===== config.mk =====
export PLATFORM = sky130hd
export DESIGN_NAME = seq_det_ctrl
export DESIGN_NICKNAME = d
export VERILOG_FILES = /design/src/rtl/seq_det_ctrl.sv
export SDC_FILE = /design/constraint.sdc
export NUM_CORES = 1
export LEC_CHECK = 0
export CAP_MARGIN = 20
export CORE_ASPECT_RATIO = 0.75
export CORE_MARGIN = 1
export CORE_UTILIZATION = 45
export DETAILED_ROUTE_END_ITERATION = 10
export GPL_ROUTABILITY_DRIVEN = 0
export GPL_TIMING_DRIVEN = 0
export PLACE_DENSITY_LB_ADDON = 0.05
export SETUP_SLACK_MARGIN = 0.02
export SYNTH_ARGS = -nofsm -noshare
export SYNTH_HDL_FRONTEND = slang
export SYNTH_SLANG_ARGS = --single-unit

===== constraint.sdc =====
create_clock -name clk -period 3.2 [get_ports clk]
set_clock_uncertainty 0.2 [all_clocks]
set_input_delay 0.48 -clock clk [delete_from_list [all_inputs] [get_ports clk]]
set_output_delay 0.48 -clock clk [all_outputs]
set_load 0.03 [all_outputs]

===== src/rtl/seq_det_ctrl.sv =====
// Programmable serial pattern detector with IDLE/RUN/DONE run control.
// The pattern is loaded over a config handshake, then matches are counted on gated serial beats.
module seq_det_ctrl #(
    parameter int MAXLEN = 8,
    parameter int CNTW   = 8
) (
    input  logic                         clk,
    input  logic                         rst,
    input  logic                         cfg_valid,
    output logic                         cfg_ready,
    input  logic [MAXLEN-1:0]            cfg_pattern,
    input  logic [$clog2(MAXLEN+1)-1:0]  cfg_len,
    input  logic [CNTW-1:0]              cfg_target,
    input  logic                         cfg_overlap,
    input  logic                         start,
    input  logic                         abort,
    input  logic                         in_valid,
    input  logic                         in,
    output logic                         hit,
    output logic [CNTW-1:0]              match_count,
    output logic                         busy,
    output logic                         done,
    output logic [1:0]                   dbg_state
);
    localparam int LENW = $clog2(MAXLEN + 1);

    typedef enum logic [1:0] {
        S_IDLE = 2'd0,
        S_RUN  = 2'd1,
        S_DONE = 2'd2
    } state_t;

    state_t            state_q, state_d;
    logic [MAXLEN-1:0] pat_q, pat_d;
    logic [LENW-1:0]   len_q, len_d;
    logic [CNTW-1:0]   tgt_q, tgt_d;
    logic              ovl_q, ovl_d;
    logic [MAXLEN-1:0] hist_q, hist_d;
    logic [LENW-1:0]   fill_q, fill_d;
    logic [CNTW-1:0]   cnt_q, cnt_d;
    logic              hit_q, hit_d;
    logic              done_q, done_d;
    logic              busy_q, busy_d;
    logic              rdy_q, rdy_d;

    logic [MAXLEN-1:0] hist_nx;
    logic [MAXLEN-1:0] len_mask;
    logic [LENW-1:0]   fill_nx;
    logic [CNTW-1:0]   cnt_nx;
    logic              match;

    // Config transfers on a cycle where cfg_valid && cfg_ready are both high at the rising edge;
    // cfg_ready is high only in IDLE, so a config can never change under a running scan.
    always_comb begin
        state_d = state_q;
        pat_d   = pat_q;
        len_d   = len_q;
        tgt_d   = tgt_q;
        ovl_d   = ovl_q;
        hist_d  = hist_q;
        fill_d  = fill_q;
        cnt_d   = cnt_q;
        hit_d   = 1'b0;
        done_d  = 1'b0;
        busy_d  = busy_q;
        rdy_d   = rdy_q;

        for (int i = 0; i < MAXLEN; i++) begin
            len_mask[i] = (i < int'(len_q));
        end
        hist_nx = {hist_q[MAXLEN-2:0], in};
        fill_nx = (fill_q == LENW'(MAXLEN)) ? fill_q : fill_q + 1'b1;
        match   = (fill_nx >= len_q) && ((hist_nx & len_mask) == (pat_q & len_mask));
        cnt_nx  = (&cnt_q) ? cnt_q : cnt_q + 1'b1;

        case (state_q)
            S_IDLE: begin
                if (cfg_valid) begin
                    pat_d = cfg_pattern;
                    tgt_d = cfg_target;
                    ovl_d = cfg_overlap;
                    if (cfg_len == '0)
                        len_d = LENW'(1);
                    else if (cfg_len > LENW'(MAXLEN))
                        len_d = LENW'(MAXLEN);
                    else
                        len_d = cfg_len;
                end
                if (start) begin
                    hist_d  = '0;
                    fill_d  = '0;
                    cnt_d   = '0;
                    busy_d  = 1'b1;
                    rdy_d   = 1'b0;
                    state_d = S_RUN;
                end
            end
            S_RUN: begin
                if (abort) begin
                    busy_d  = 1'b0;
                    rdy_d   = 1'b1;
                    state_d = S_IDLE;
                end else if (in_valid) begin
                    hist_d = hist_nx;
                    fill_d = fill_nx;
                    if (match) begin
                        hit_d = 1'b1;
                        cnt_d = cnt_nx;
                        // Non-overlapping: the next match must be built from fresh bits only.
                        if (!ovl_q) fill_d = '0;
                        if ((tgt_q != '0) && (cnt_nx == tgt_q)) begin
                            done_d  = 1'b1;
                            busy_d  = 1'b0;
                            state_d = S_DONE;
                        end
                    end
                end
            end
            S_DONE: begin
                rdy_d   = 1'b1;
                state_d = S_IDLE;
            end
            default: begin
                busy_d  = 1'b0;
                rdy_d   = 1'b1;
                state_d = S_IDLE;
            end
        endcase
    end

    always_ff @(posedge clk) begin
        if (rst) begin
            state_q <= S_IDLE;
            pat_q   <= '0;
            len_q   <= '0;
            tgt_q   <= '0;
            ovl_q   <= 1'b0;
            hist_q  <= '0;
            fill_q  <= '0;
            cnt_q   <= '0;
            hit_q   <= 1'b0;
            done_q  <= 1'b0;
            busy_q  <= 1'b0;
            rdy_q   <= 1'b1;
        end else begin
            state_q <= state_d;
            pat_q   <= pat_d;
            len_q   <= len_d;
            tgt_q   <= tgt_d;
            ovl_q   <= ovl_d;
            hist_q  <= hist_d;
            fill_q  <= fill_d;
            cnt_q   <= cnt_d;
            hit_q   <= hit_d;
            done_q  <= done_d;
            busy_q  <= busy_d;
            rdy_q   <= rdy_d;
        end
    end

    assign cfg_ready   = rdy_q;
    assign hit         = hit_q;
    assign done        = done_q;
    assign busy        = busy_q;
    assign match_count = cnt_q;
    assign dbg_state   = state_q;

endmodule


==> impl_metrics.yaml <==
run_status:
  outcome: "finished, final reports clean"
sta:
  whs_ns: 0.280
  min_period_over_period_pct: 95.0
  relSlewSlack_pct: 62.7
  timing.fmax_mhz: 329
  setup_violations: 0
  rsz0062_at_grt: "yes"
  finalHoldViolations: 0
  fin_ws_ns: 0.160
  slew_viol_final: 0
  fin_crit_ns: 3.04
  worstMarginPinSlew_ns: 0.560
final_layout:
  drive_gt1_share_pct: 7.26
  area.sequential_um2: 925
  nNetsFinal: 392
  diodes: 0
  multi_input_area_um2: 1420
  area_growth_pct: 28.3
  fillers: 469
grt:
  grtUsageTotal_pct: 22.9
  grt_first_pass_wirelength_um: 9950
  grt_max_degree: 16
  grt_pass1_vias: 2060
  antenna_found_initial: 0
  grt-ovfl-total: 0
floorplanning:
  die_w_um: 86.7
  start_util_pct: 48.0
  rows: 22
  ios: 42
  die_h_um: 65.5
  core-area_um2: 5040
  dieArea_um2: 5680
synthesis:
  synth_area_leaders: "dfxtp_1 (38%), nand2_1 (8.5%), a21oi_1 (6.6%), xnor2_1 (4.0%), ha_1 (3.6%)"
  syn_nets: 343
  yosysWarnings: 0
  synth_top_cell_by_area: "dfxtp_1"
  synth_cell_types: 43
  async_reset_ff_share_pct: 0
  synth_area_per_cell_um2: 7.86
  yosysMostFrequentCell: "nand2_1"
  ys_seq_elements: 46
  synthesis.instances: 308
  synth_top_flop_cell: "dfxtp_1"
  synth-seq-area-share_pct: 38.1
  yosysTopAreaCellShare_pct: 38.1
  synth_edf_count: 0
  synthTopCellsByCount: "nand2_1 (55), dfxtp_1 (46), a21oi_1 (32)"
  netlist_area_um2: 2420
critical_path:
  critPathMaxFanout: 6
  cp.required_ns: 3.23
  path_class: "reg -> reg"
  critical_path.startpoint: "fill_q[0]"
  cp_cell_sequence: "inv_1 -> ha_1 -> and3b_2 -> xnor2_1 -> ha_1 -> nand2b_1 -> a2111oi_2 -> nor3_2 -> o211ai_2 -> a31o_4 -> or4b_1 -> a21oi_1"
  crit_arrival_ns: 3.07
  slowest_stage: "or4b_1"
  end_kind: "flop"
  cpMostUsedCell: "ha_1"
  reg2reg_from: "fill_q[0]"
  slowest_delay_ns: 0.49
  setup.worst_path.start_class: "flop"
placement:
  hpwl_um: 4560
  dpl_worst_slack_ns: -0.157
  numPortBuffers: 40
clock_tree:
  root_buffer: "clkbuf_8"
  cts.sinks: 46
  cts_buffers: 5
  h-tree-depth: 2
  cts_tree: "yes"
  cts_buffer_depth: 2
  clk_pin_slew_worst_paths_ns: 0.09
  postCtsHoldBufs: 0
  clk_latency_ns: 0.30
route:
  first_pass_iters: 4
  routedWlPerCell_um: 14.3
  drt-initial-drc-count: 132
  drt-total-wl_um: 6130
  drc_errors: 0
  dr_total_vias: 2321
  avgViaCountPerCell: 5.40
  ant_nets: 0
run:
  maxCapViolCount: 0
power:
  power.leakage_nw: 1.12
  power.density_nw_per_um2: 534
  max-vdd-ir-drop_v: 0.000279
hold_path:
  hold_class: "reg -> reg"
  min_from: "ovl_q"
-- cells by family (layout without fill, tap and decap cells) --
| kind of cell | count (synthesis) | in the layout | share of synthesized area, % |
|---|---|---|---|
| adders and majority gates | 7 | 7 | 3.62 |
| buffers and inverters | 30 | 80 | 4.65 |
| xor gates and xnor gates | 20 | 20 | 7.24 |
| muxes | 2 | 2 | 0.827 |
| and+or+nand+nor | 122 | 122 | 23.6 |
| AOI/OAI and AO/OA | 81 | 81 | 22.0 |
| DFF | 46 | 46 | 38.1 |
-- path summary, 6_finish.rpt --
check | to | slack [ns] | depth (start not counted)
setup / recovery | match_count[7] | 0.16 | 12
hold / removal | ovl_q | 0.28 | 2
setup reg to reg | match_count[7] | 0.16 | 12
hold reg to reg | ovl_q | 0.28 | 2
-- layout by cell type, fill, tap and decap left out, types with 4 or more instances in the layout --
master	netlist	final
clkbuf_1	19	17
a31oi_1	9	9
ha_1	7	5
o22ai_1	4	4
dfxtp_1	46	45
a21oi_1	32	32
inv_1	11	11
clkbuf_8	0	5
nor2_1	23	22
nand2b_1	5	5
xor2_1	9	9
clkdlybuf4s50_1	0	40
xnor2_1	11	10
nand3_1	8	8
o21ai_0	6	6
nor3_1	10	9
a22oi_1	10	10
nand2_1	55	55
a21o_1	4	4
-- area by class of cell --
type	count	share of cell area, %
sequential	46	29.8
buffer	18	2.22
clock buffer	5	2.22
tap	72	2.90
multi-input combinational	232	45.7
inverter	11	1.33
timing repair buffer	43	13.6
clock inverter	3	2.22
-- registers in the layout, indices dropped and copies added (netlist names), 2 cells and up --
signal,flops
match_count,8
hist_q,7
pat_q,8
dbg_state,2
len_q,4
fill_q,4
tgt_q,8
-- power by group --
| part | switching, mW | internal [mW] |
|---|---|---|
| logic | 0.268 | 0.207 |
| clock network | 0.208 | 0.313 |
| registers | 0.0444 | 0.619 |
-- through the flow --
step           std cells  setup TNS, ns  util, %  instance area, um^2  total power, mW
2_1_floorplan        308              0        -                 2420            0.968
3_3_place_gp         420         -0.126     57.8                 2910             1.11
3_5_place_dp         420         -0.918     57.8                 2910             1.12
4_1_cts              428              0     60.7                 3060             1.64
5_1_grt              430       -0.00322     61.6                 3100             1.75
6_report             430              0     61.6                 3100             1.66
-- metal layers --
metal	GRT usage (%)	share of wire, %
met1	35.1	53
met2	31.8	40
met5	0	0
met4	6.04	0.34
met3	4.77	6.5
-- worst max-delay path: cells and delay by family (launching register included) --
family	cells	cell delay [ns]
XOR/XNOR	1	0.14
adder cells (fa/ha/maj)	2	0.45
flip-flops	1	0.39
AO/OA/AOI/OAI	4	0.66
AND/OR/NAND/NOR	4	1.04
buffers and inverters	1	0.07
-- timing repair --
action | 4_1_cts | 5_1_grt
setup buffers | 0 | 3
setup endpoints to repair | 8 | 15
pin swaps | 1 | 5
resized for setup | 3 | 9
hold endpoints to repair | 0 | 0
No activity file was read; power rests on OpenSTA's default activity.
